--- src/rtl/ctu_clsp_syncgen_if.sv ---
// Control/status bundle between a clock-sync controller and the sync-pulse generator.
// The generator side uses the slave modport; the controlling side uses master.
interface ctu_clsp_syncgen_if #(
  parameter int CNT_W = 5
);
  logic             en;
  logic             ratio_req;
  logic [CNT_W-1:0] ratio_in;
  logic             ratio_ack;
  logic             tx_sync;
  logic             rx_sync;
  logic             phase;
  logic             busy;
  logic             ratio_err;

  modport master (
    output en, ratio_req, ratio_in,
    input  ratio_ack, tx_sync, rx_sync, phase, busy, ratio_err
  );

  modport slave (
    input  en, ratio_req, ratio_in,
    output ratio_ack, tx_sync, rx_sync, phase, busy, ratio_err
  );
endinterface

--- src/rtl/ctu_clsp_syncgen.sv ---
// Divides cmp_clk by a programmable ratio and emits tx_sync/rx_sync/phase per slow period.
// Ratio updates are handshaked and only take effect on a period boundary.
module ctu_clsp_syncgen #(
  parameter int CNT_W     = 5,
  parameter int RST_RATIO = 4
) (
  input  logic                cmp_clk,
  input  logic                cmp_rst_l,
  ctu_clsp_syncgen_if.slave   bus
);
  typedef enum logic [1:0] {IDLE, ALIGN, RUN} state_t;

  localparam logic [CNT_W-1:0] RST_R = CNT_W'(RST_RATIO);
  localparam logic [CNT_W-1:0] ONE   = CNT_W'(1);
  localparam logic [CNT_W-1:0] TWO   = CNT_W'(2);

  state_t           state_q, state_d;
  logic [CNT_W-1:0] cnt_q, cnt_d;
  logic [CNT_W-1:0] ratio_q, ratio_d;
  logic             ratio_err_q, ratio_err_d;
  logic             ratio_ack_q, ratio_ack_d;

  logic             latch;
  logic             ratio_low;
  logic [CNT_W-1:0] ratio_clamped;
  logic [CNT_W-1:0] ratio_eff;

  always_comb begin
    ratio_low     = (bus.ratio_in < TWO);
    ratio_clamped = ratio_low ? TWO : bus.ratio_in;
    // ratio_ack_q masks the request that was just acknowledged but is still held high.
    latch = bus.ratio_req && !ratio_ack_q &&
            ((state_q == IDLE) || ((state_q == RUN) && (cnt_q == '0))) &&
            !(!bus.en && (state_q != IDLE));
    ratio_eff = latch ? ratio_clamped : ratio_q;
  end

  always_comb begin
    state_d     = state_q;
    cnt_d       = cnt_q;
    ratio_d     = ratio_eff;
    ratio_ack_d = latch;
    ratio_err_d = ratio_err_q | (latch & ratio_low);

    if (!bus.en) begin
      state_d = IDLE;
      cnt_d   = '0;
    end else begin
      case (state_q)
        IDLE: begin
          state_d = ALIGN;
          cnt_d   = ratio_eff - ONE;
        end
        ALIGN: begin
          if (cnt_q == '0) begin
            state_d = RUN;
            cnt_d   = ratio_q - ONE;
          end else begin
            cnt_d = cnt_q - ONE;
          end
        end
        RUN: begin
          cnt_d = (cnt_q == '0) ? (ratio_eff - ONE) : (cnt_q - ONE);
        end
        default: begin
          state_d = IDLE;
          cnt_d   = '0;
        end
      endcase
    end
  end

  always_ff @(posedge cmp_clk or negedge cmp_rst_l) begin
    if (!cmp_rst_l) begin
      state_q     <= IDLE;
      cnt_q       <= '0;
      ratio_q     <= RST_R;
      ratio_err_q <= 1'b0;
      ratio_ack_q <= 1'b0;
    end else begin
      state_q     <= state_d;
      cnt_q       <= cnt_d;
      ratio_q     <= ratio_d;
      ratio_err_q <= ratio_err_d;
      ratio_ack_q <= ratio_ack_d;
    end
  end

  // Outputs decode registered state only, so reset clears them without waiting for a clock.
  assign bus.tx_sync   = (state_q == RUN) && (cnt_q == (ratio_q - ONE));
  assign bus.rx_sync   = (state_q == RUN) && (cnt_q == '0);
  assign bus.phase     = (state_q == RUN) && (cnt_q >= (ratio_q >> 1));
  assign bus.busy      = (state_q != IDLE);
  assign bus.ratio_ack = ratio_ack_q;
  assign bus.ratio_err = ratio_err_q;
endmodule
--- src/flat_wrapper.sv ---
// flat-port wrapper written by rule: the top's interface ports become plain ports
module ctu_clsp_syncgen_flat 
#(
  parameter int CNT_W     = 5,
  parameter int RST_RATIO = 4
)
  (cmp_clk, cmp_rst_l, bus_en, bus_ratio_req, bus_ratio_in, bus_ratio_ack, bus_tx_sync, bus_rx_sync, bus_phase, bus_busy, bus_ratio_err);
  ctu_clsp_syncgen_if #(.CNT_W(CNT_W)) bus_i ();
  input  logic cmp_clk;
  input  logic cmp_rst_l;
  input wire logic [$bits(bus_i.en)-1:0] bus_en;
  input wire logic [$bits(bus_i.ratio_req)-1:0] bus_ratio_req;
  input wire logic [$bits(bus_i.ratio_in)-1:0] bus_ratio_in;
  output wire logic [$bits(bus_i.ratio_ack)-1:0] bus_ratio_ack;
  output wire logic [$bits(bus_i.tx_sync)-1:0] bus_tx_sync;
  output wire logic [$bits(bus_i.rx_sync)-1:0] bus_rx_sync;
  output wire logic [$bits(bus_i.phase)-1:0] bus_phase;
  output wire logic [$bits(bus_i.busy)-1:0] bus_busy;
  output wire logic [$bits(bus_i.ratio_err)-1:0] bus_ratio_err;
  assign bus_i.en = bus_en;
  assign bus_i.ratio_req = bus_ratio_req;
  assign bus_i.ratio_in = bus_ratio_in;
  assign bus_ratio_ack = bus_i.ratio_ack;
  assign bus_tx_sync = bus_i.tx_sync;
  assign bus_rx_sync = bus_i.rx_sync;
  assign bus_phase = bus_i.phase;
  assign bus_busy = bus_i.busy;
  assign bus_ratio_err = bus_i.ratio_err;
  ctu_clsp_syncgen #(.CNT_W(CNT_W), .RST_RATIO(RST_RATIO)) u_core (.cmp_clk(cmp_clk), .cmp_rst_l(cmp_rst_l), .bus(bus_i));
endmodule
--- config.mk ---
export PLATFORM = sky130hd
export DESIGN_NAME = ctu_clsp_syncgen_flat
export DESIGN_NICKNAME = d
export VERILOG_FILES = /design/src/rtl/ctu_clsp_syncgen_if.sv /design/src/rtl/ctu_clsp_syncgen.sv /design/src/flat_wrapper.sv
export SDC_FILE = /design/constraint.sdc
export NUM_CORES = 1
export LEC_CHECK = 0
export CORE_UTILIZATION = 55
export CTS_BUF_LIST = sky130_fd_sc_hd__clkbuf_4 sky130_fd_sc_hd__clkbuf_8
export CTS_CLUSTER_SIZE = 30
export DETAILED_ROUTE_END_ITERATION = 12
export PLACE_DENSITY = 0.76
export RECOVER_POWER = 100
export SYNTH_ARGS = -nofsm -noshare
export SYNTH_HDL_FRONTEND = slang
export SYNTH_SLANG_ARGS = --single-unit
--- constraint.sdc ---
create_clock -name cmp_clk -period 5.6 [get_ports cmp_clk]
set_clock_uncertainty 0.1 [all_clocks]
set_input_delay 1.68 -clock cmp_clk [delete_from_list [all_inputs] [get_ports cmp_clk]]
set_output_delay 1.68 -clock cmp_clk [all_outputs]
set_load 0.1 [all_outputs]
Word-level counts from Yosys, hierarchy flattened
Index checks and enable logic that the tools add are counted.
- bits in registers: 14
- input bits: 9
- word-level logic and storage cells: 41
- output and inout port bits: 6
- reduce and logical (&&, ||, !) cells: 15
- $lt $le $gt $ge: 2
- add/subtract/negate cells: 3
- muxes and demuxes: 9
- equality and inequality tests: 5
- bitwise operators: 2
- operators by type and width (operator ; number):
    5-bit 2-to-1 mux ; 5
    5-bit one-hot mux with 3 select lines ; 1
    5-bit by 1-bit subtractor with 5-bit output, second input constant ; 3
    1-bit logical AND ; 7
    2-bit one-hot mux with 3 select lines ; 1
    5-bit equality test ; 1
    5-bit by 4-bit greater-or-equal comparator with 1-bit output ; 1
    5-bit logical NOT ; 1
    5-bit by 2-bit < comparator with 1-bit output, second input constant ; 1
    2-bit 2-to-1 mux ; 2
    1-bit logical NOT ; 3
    3-bit by 2-bit inequality test with 1-bit output, second input constant ; 1
    2-bit by 1-bit equality test with 1-bit output, second input constant ; 1
    2-bit equality test, second input constant ; 1
    2-bit logical NOT ; 1
    2-bit inequality test, second input constant ; 1
    2-bit AND reduction ; 1
    2-bit nonzero test ; 1
    1-bit bitwise AND ; 1
    1-bit logical OR ; 1
    1-bit bitwise OR ; 1

Longest topological paths before layout
Gate-level depths: netlist (run 1).
- depth in word-level cells: 10
- depth in mapped cells: 13
- depth with buffers taken out: 11

Worst setup path before layout (run 1)
Ideal clock, no wire load.
- path kind: reg-to-output
- start: register u_core.ratio_q[0]
- end: output port bus_tx_sync
- path slack: 1.066 ns
- stages on the path, launching flop included: 8
- path buffers: 0
- required time: 3.820 ns
- arrival time: 2.754 ns
- cells stage by stage: dfrtp_1 > inv_1 > ha_1 > nor3b_1 > xnor2_1 > xnor2_1 > o211ai_1 > a21oi_1
- cells in the longest elaborated chain, start to end: 3
- ends and longest elaborated chain (what ; line ; RTL):
    start: declaration ; ctu_clsp_syncgen.sv:19 ; logic [CNT_W-1:0] ratio_q, ratio_d;
    start signal: assignment ; ctu_clsp_syncgen.sv:83 ; ratio_q <= ratio_d;
    5-bit by 1-bit subtractor with 5-bit output ; ctu_clsp_syncgen.sv:90 ; assign bus.tx_sync = (state_q == RUN) && (cnt_q == (ratio_q - ONE));
    5-bit equality test ; ctu_clsp_syncgen.sv:90 ;
    1-bit logical AND ; ctu_clsp_syncgen.sv:90 ;
    end: declaration ; flat_wrapper.sv:15 ; output wire logic [$bits(bus_i.tx_sync)-1:0] bus_tx_sync;
Every way passes these cells.

Worst setup path in the final report (run 1)
- start: register u_core.cnt_q[0]
- end: output port bus_rx_sync
- cells in the longest elaborated chain, start to end: 2
- ends and longest elaborated chain (what ; line ; RTL):
    start: declaration ; ctu_clsp_syncgen.sv:18 ; logic [CNT_W-1:0] cnt_q, cnt_d;
    start signal: assignment ; ctu_clsp_syncgen.sv:82 ; cnt_q <= cnt_d;
    5-bit logical NOT ; ctu_clsp_syncgen.sv:91 ; assign bus.rx_sync = (state_q == RUN) && (cnt_q == '0);
    1-bit logical AND ; ctu_clsp_syncgen.sv:91 ;
    end: declaration ; flat_wrapper.sv:16 ; output wire logic [$bits(bus_i.rx_sync)-1:0] bus_rx_sync;
Every way passes these cells.

==> impl_results.md, run 1 <==
* Worst Reg-to-Reg Cells at 11
* CTS tree: yes
* Hold buffers post-CTS at 0
* Routed wire length at about 2.6 mm
* Pin count of the biggest net entering global routing at 15
* CTS resizes at 0
* I/O pin cnt at 15
* DPL Wire Length at about 2 mm
* Root Buffer: clkbuf_4
* Slew HR at 0.1197
* Synth top area cells: dfrtp_1 28%, ha_1 8.6%, xnor2_1 6.8%, nor2_1 4.8%, a21oi_1 4.7%
* Final worst slack at 0.8124 ns
* Commonest cells post-synth: 15 x nor2_1, 13 x dfrtp_1, 11 x a21oi_1, 10 x inv_1, 9 x xnor2_1
* Gp weighted congestion at 0.8461
* Final setup violation count at 0
* Critical path capture point type: output pin
* EDFF count, synth at 0
* Drt wl/cell at ~15 microns
* Avg Cell Area, Syn at just under 9 sq um
* Detailed-route via count at roughly 1000
* Vias per cell at approximately 5.9
* VDD IR-drop max at about 0.37 mV
* Max-Cap Viols at 0
* Final Hold Vio Count at 0
* Leak Pwr at around 0.00057 uW
* CTS buffer count at 3
* Core Area at between 1500 and 2000 sq um
* RSZ-0062 raised after global routing: false
* Pwr per Cell Area at 615.8 nW/um^2
* Multi-input logic area at between 700 and 800 sq um
* Outcome: finished, final reports clean
* Async SR Flop Fraction at 1.000
* Warnings from Yosys at 0
* Port bufs at 14
* Hold Slack at around 0.36 ns
* Clk buf depth at 2
* CP Class: reg -> out
* DRT Pass-1 Iters at 5
* Ys flop type: dfrtp_1
* DP Worst Slack at ~1.2 ns
* GR Util All Layers at 0.2553
* Vias in the first global route at just under 900
* Area Overhead vs Synth at 13.08%
* Hold-critical path depth at 1
* Synthesized area at about 1200 sq um
* Crit path DAT at approximately 3.0 ns
* Worst-Margin Slew at 1.313 ns
* Gate Count Post-Synth at between 100 and 150
* NumNets Final at 164
* Die Y at 48.07 microns
* Post-route setup TNS at 0 ns
* Post-CTS Setup Bufs at 0
* Yosys reg bits at 14
* DR iter-0 viols at 39
* Cell taking the most area after synthesis: dfrtp_1
* Library cells used by synthesis at 41
* Grt ovf at 0
* Hold Path Class: reg -> reg
* Die X at roughly 48 microns
* Clock sinks at 14
* Seq/Total Area, Yosys at 0.3012
* Clk_lat worst skew at approximately 0.27 ns
* Clock-pin transition on the worst setup and hold timing paths at 0.09 ns
* Fin crit period at ~4.8 ns
* WP data required at about 3.8 ns
* DRC viols at 0
* Initial core utilization at 0.5890
* Syn_nets at 150
* Antenna cells at 0
* Period utilisation layout at 0.8549
* First-pass GRT wire length at 3.974 mm
* Rows at 16
* Most frequent cell after synthesis: nor2_1
* Max Slew Vio Count at 0
* Total power draw at 812.9 uW
* Share of post-route cells with drive strength above 1 at 0.08219
* H-tree Lvls at 1
* Initial antenna violation count at 0
* Critical path peak fanout at 6
* Yosys top cell area share at 0.2787
* Die area at between 2000 and 2500 sq um
* FILL cells at 150
* Seq. cell area at roughly 350 sq um
* Fmax at between 200 and 250 MHz
* Antenna-violating nets left at 0
* Startpoint Class: register
## path summary, 6_finish.rpt
kind	from	to	slack, ns
min	u_core.bus.ratio_err$_DFF_PN0_	u_core.bus.ratio_err$_DFF_PN0_	0.36
min reg2reg	u_core.bus.ratio_err$_DFF_PN0_	u_core.bus.ratio_err$_DFF_PN0_	0.36
min in group asynchronous	cmp_rst_l	u_core.cnt_q[4]$_DFF_PN0_	1.78
max	u_core.cnt_q[0]$_DFF_PN0_	bus_rx_sync	0.81
max in group asynchronous	cmp_rst_l	u_core.cnt_q[0]$_DFF_PN0_	3.18
max reg2reg	u_core.cnt_q[0]$_DFF_PN0_	u_core.cnt_q[4]$_DFF_PN0_	1.79
## cell usage in the layout (no fill, tap or decap), types with 2 or more instances in the layout
cell / count
o22ai_1: 2
nand2b_1: 3
nand2_1: 4
ha_1: 8
nand3_1: 6
a31oi_1: 2
a21o_1: 2
o31ai_1: 4
dlygate4sd3_1: 8
xnor2_1: 9
clkbuf_4: 3
nor4_1: 2
o21ai_0: 3
mux2i_1: 5
nor2b_1: 3
dfrtp_1: 13
a21oi_1: 11
nor2_1: 15
inv_1: 10
clkdlybuf4s50_1: 5
nor3_1: 5
## worst max-delay path: stages, from the launching register on
cell           delay, ns
dfrtp_1             0.45
inv_1               0.20
ha_1                0.23
or4b_4              0.53
nor2_1              0.11
dlygate4sd3_1       1.20
## through the flow
stage,util,cell area [sq um],cells
detailed placement,0.6559,1300,169
floorplan,-,1167,133
finish,0.6660,1320,173
global placement,0.6559,1300,169
global route,0.6660,1320,173
CTS,0.6742,1336,173
## final cells by class
cell class,count,area share
timing repair buffer,15,0.1071
inverter,11,0.03128
tap,27,0.02559
multi-input combinational,102,0.5422
clock buffer,4,0.02749
sequential,14,0.2663
## routing by layer
metal / GRT usage / vias up / wire length [microns]
li1: - / 502 / -
met1: 0.3558 / 476 / 1252
met2: 0.3946 / 33 / 1206
met3: 0.02642 / 6 / 133
met4: 0.1222 / 0 / 44
met5: 0 / - / 0
## where the power goes
part / leakage, uW / switching, uW / internal [uW] / total (uW)
Sequential: 0.000173 / 66.6 / 146 / 212
Clock: 0.0000210 / 32.6 / 39.5 / 72.1
Combinational: 0.000373 / 309 / 219 / 528
Total: 0.000568 / 409 / 404 / 813
## kinds of logic (layout without fill, tap and decap cells)
| family | Yosys count | after routing | synth area share |
|---|---|---|---|
| simple gates | 44 | 44 | 0.1951 |
| compound gates | 33 | 33 | 0.2026 |
| buf+inv | 17 | 30 | 0.07502 |
| flops | 14 | 14 | 0.3012 |
| xor+xnor | 10 | 10 | 0.07503 |
| fa+ha+maj | 8 | 8 | 0.08575 |
| mux | 7 | 7 | 0.06538 |
## state kept, by name, summed over array words and instances (netlist names)
signal and flops:
u_core.ratio_q 5, u_core.bus.ratio_err 1, u_core.state_q 2, u_core.cnt_q 5, u_core.bus.ratio_ack 1
Power figures use the tool's default switching activity.
==> run 2, diff against run 1 <==
--- a/config.mk
+++ b/config.mk
@@ -14,3 +14,4 @@
 export SYNTH_ARGS = -nofsm -noshare
 export SYNTH_HDL_FRONTEND = slang
 export SYNTH_SLANG_ARGS = --single-unit
+export TNS_END_PERCENT = 50
==> results of run 2 <==
Same layout as run 1: the final DEF is identical, and so are final timing and power.
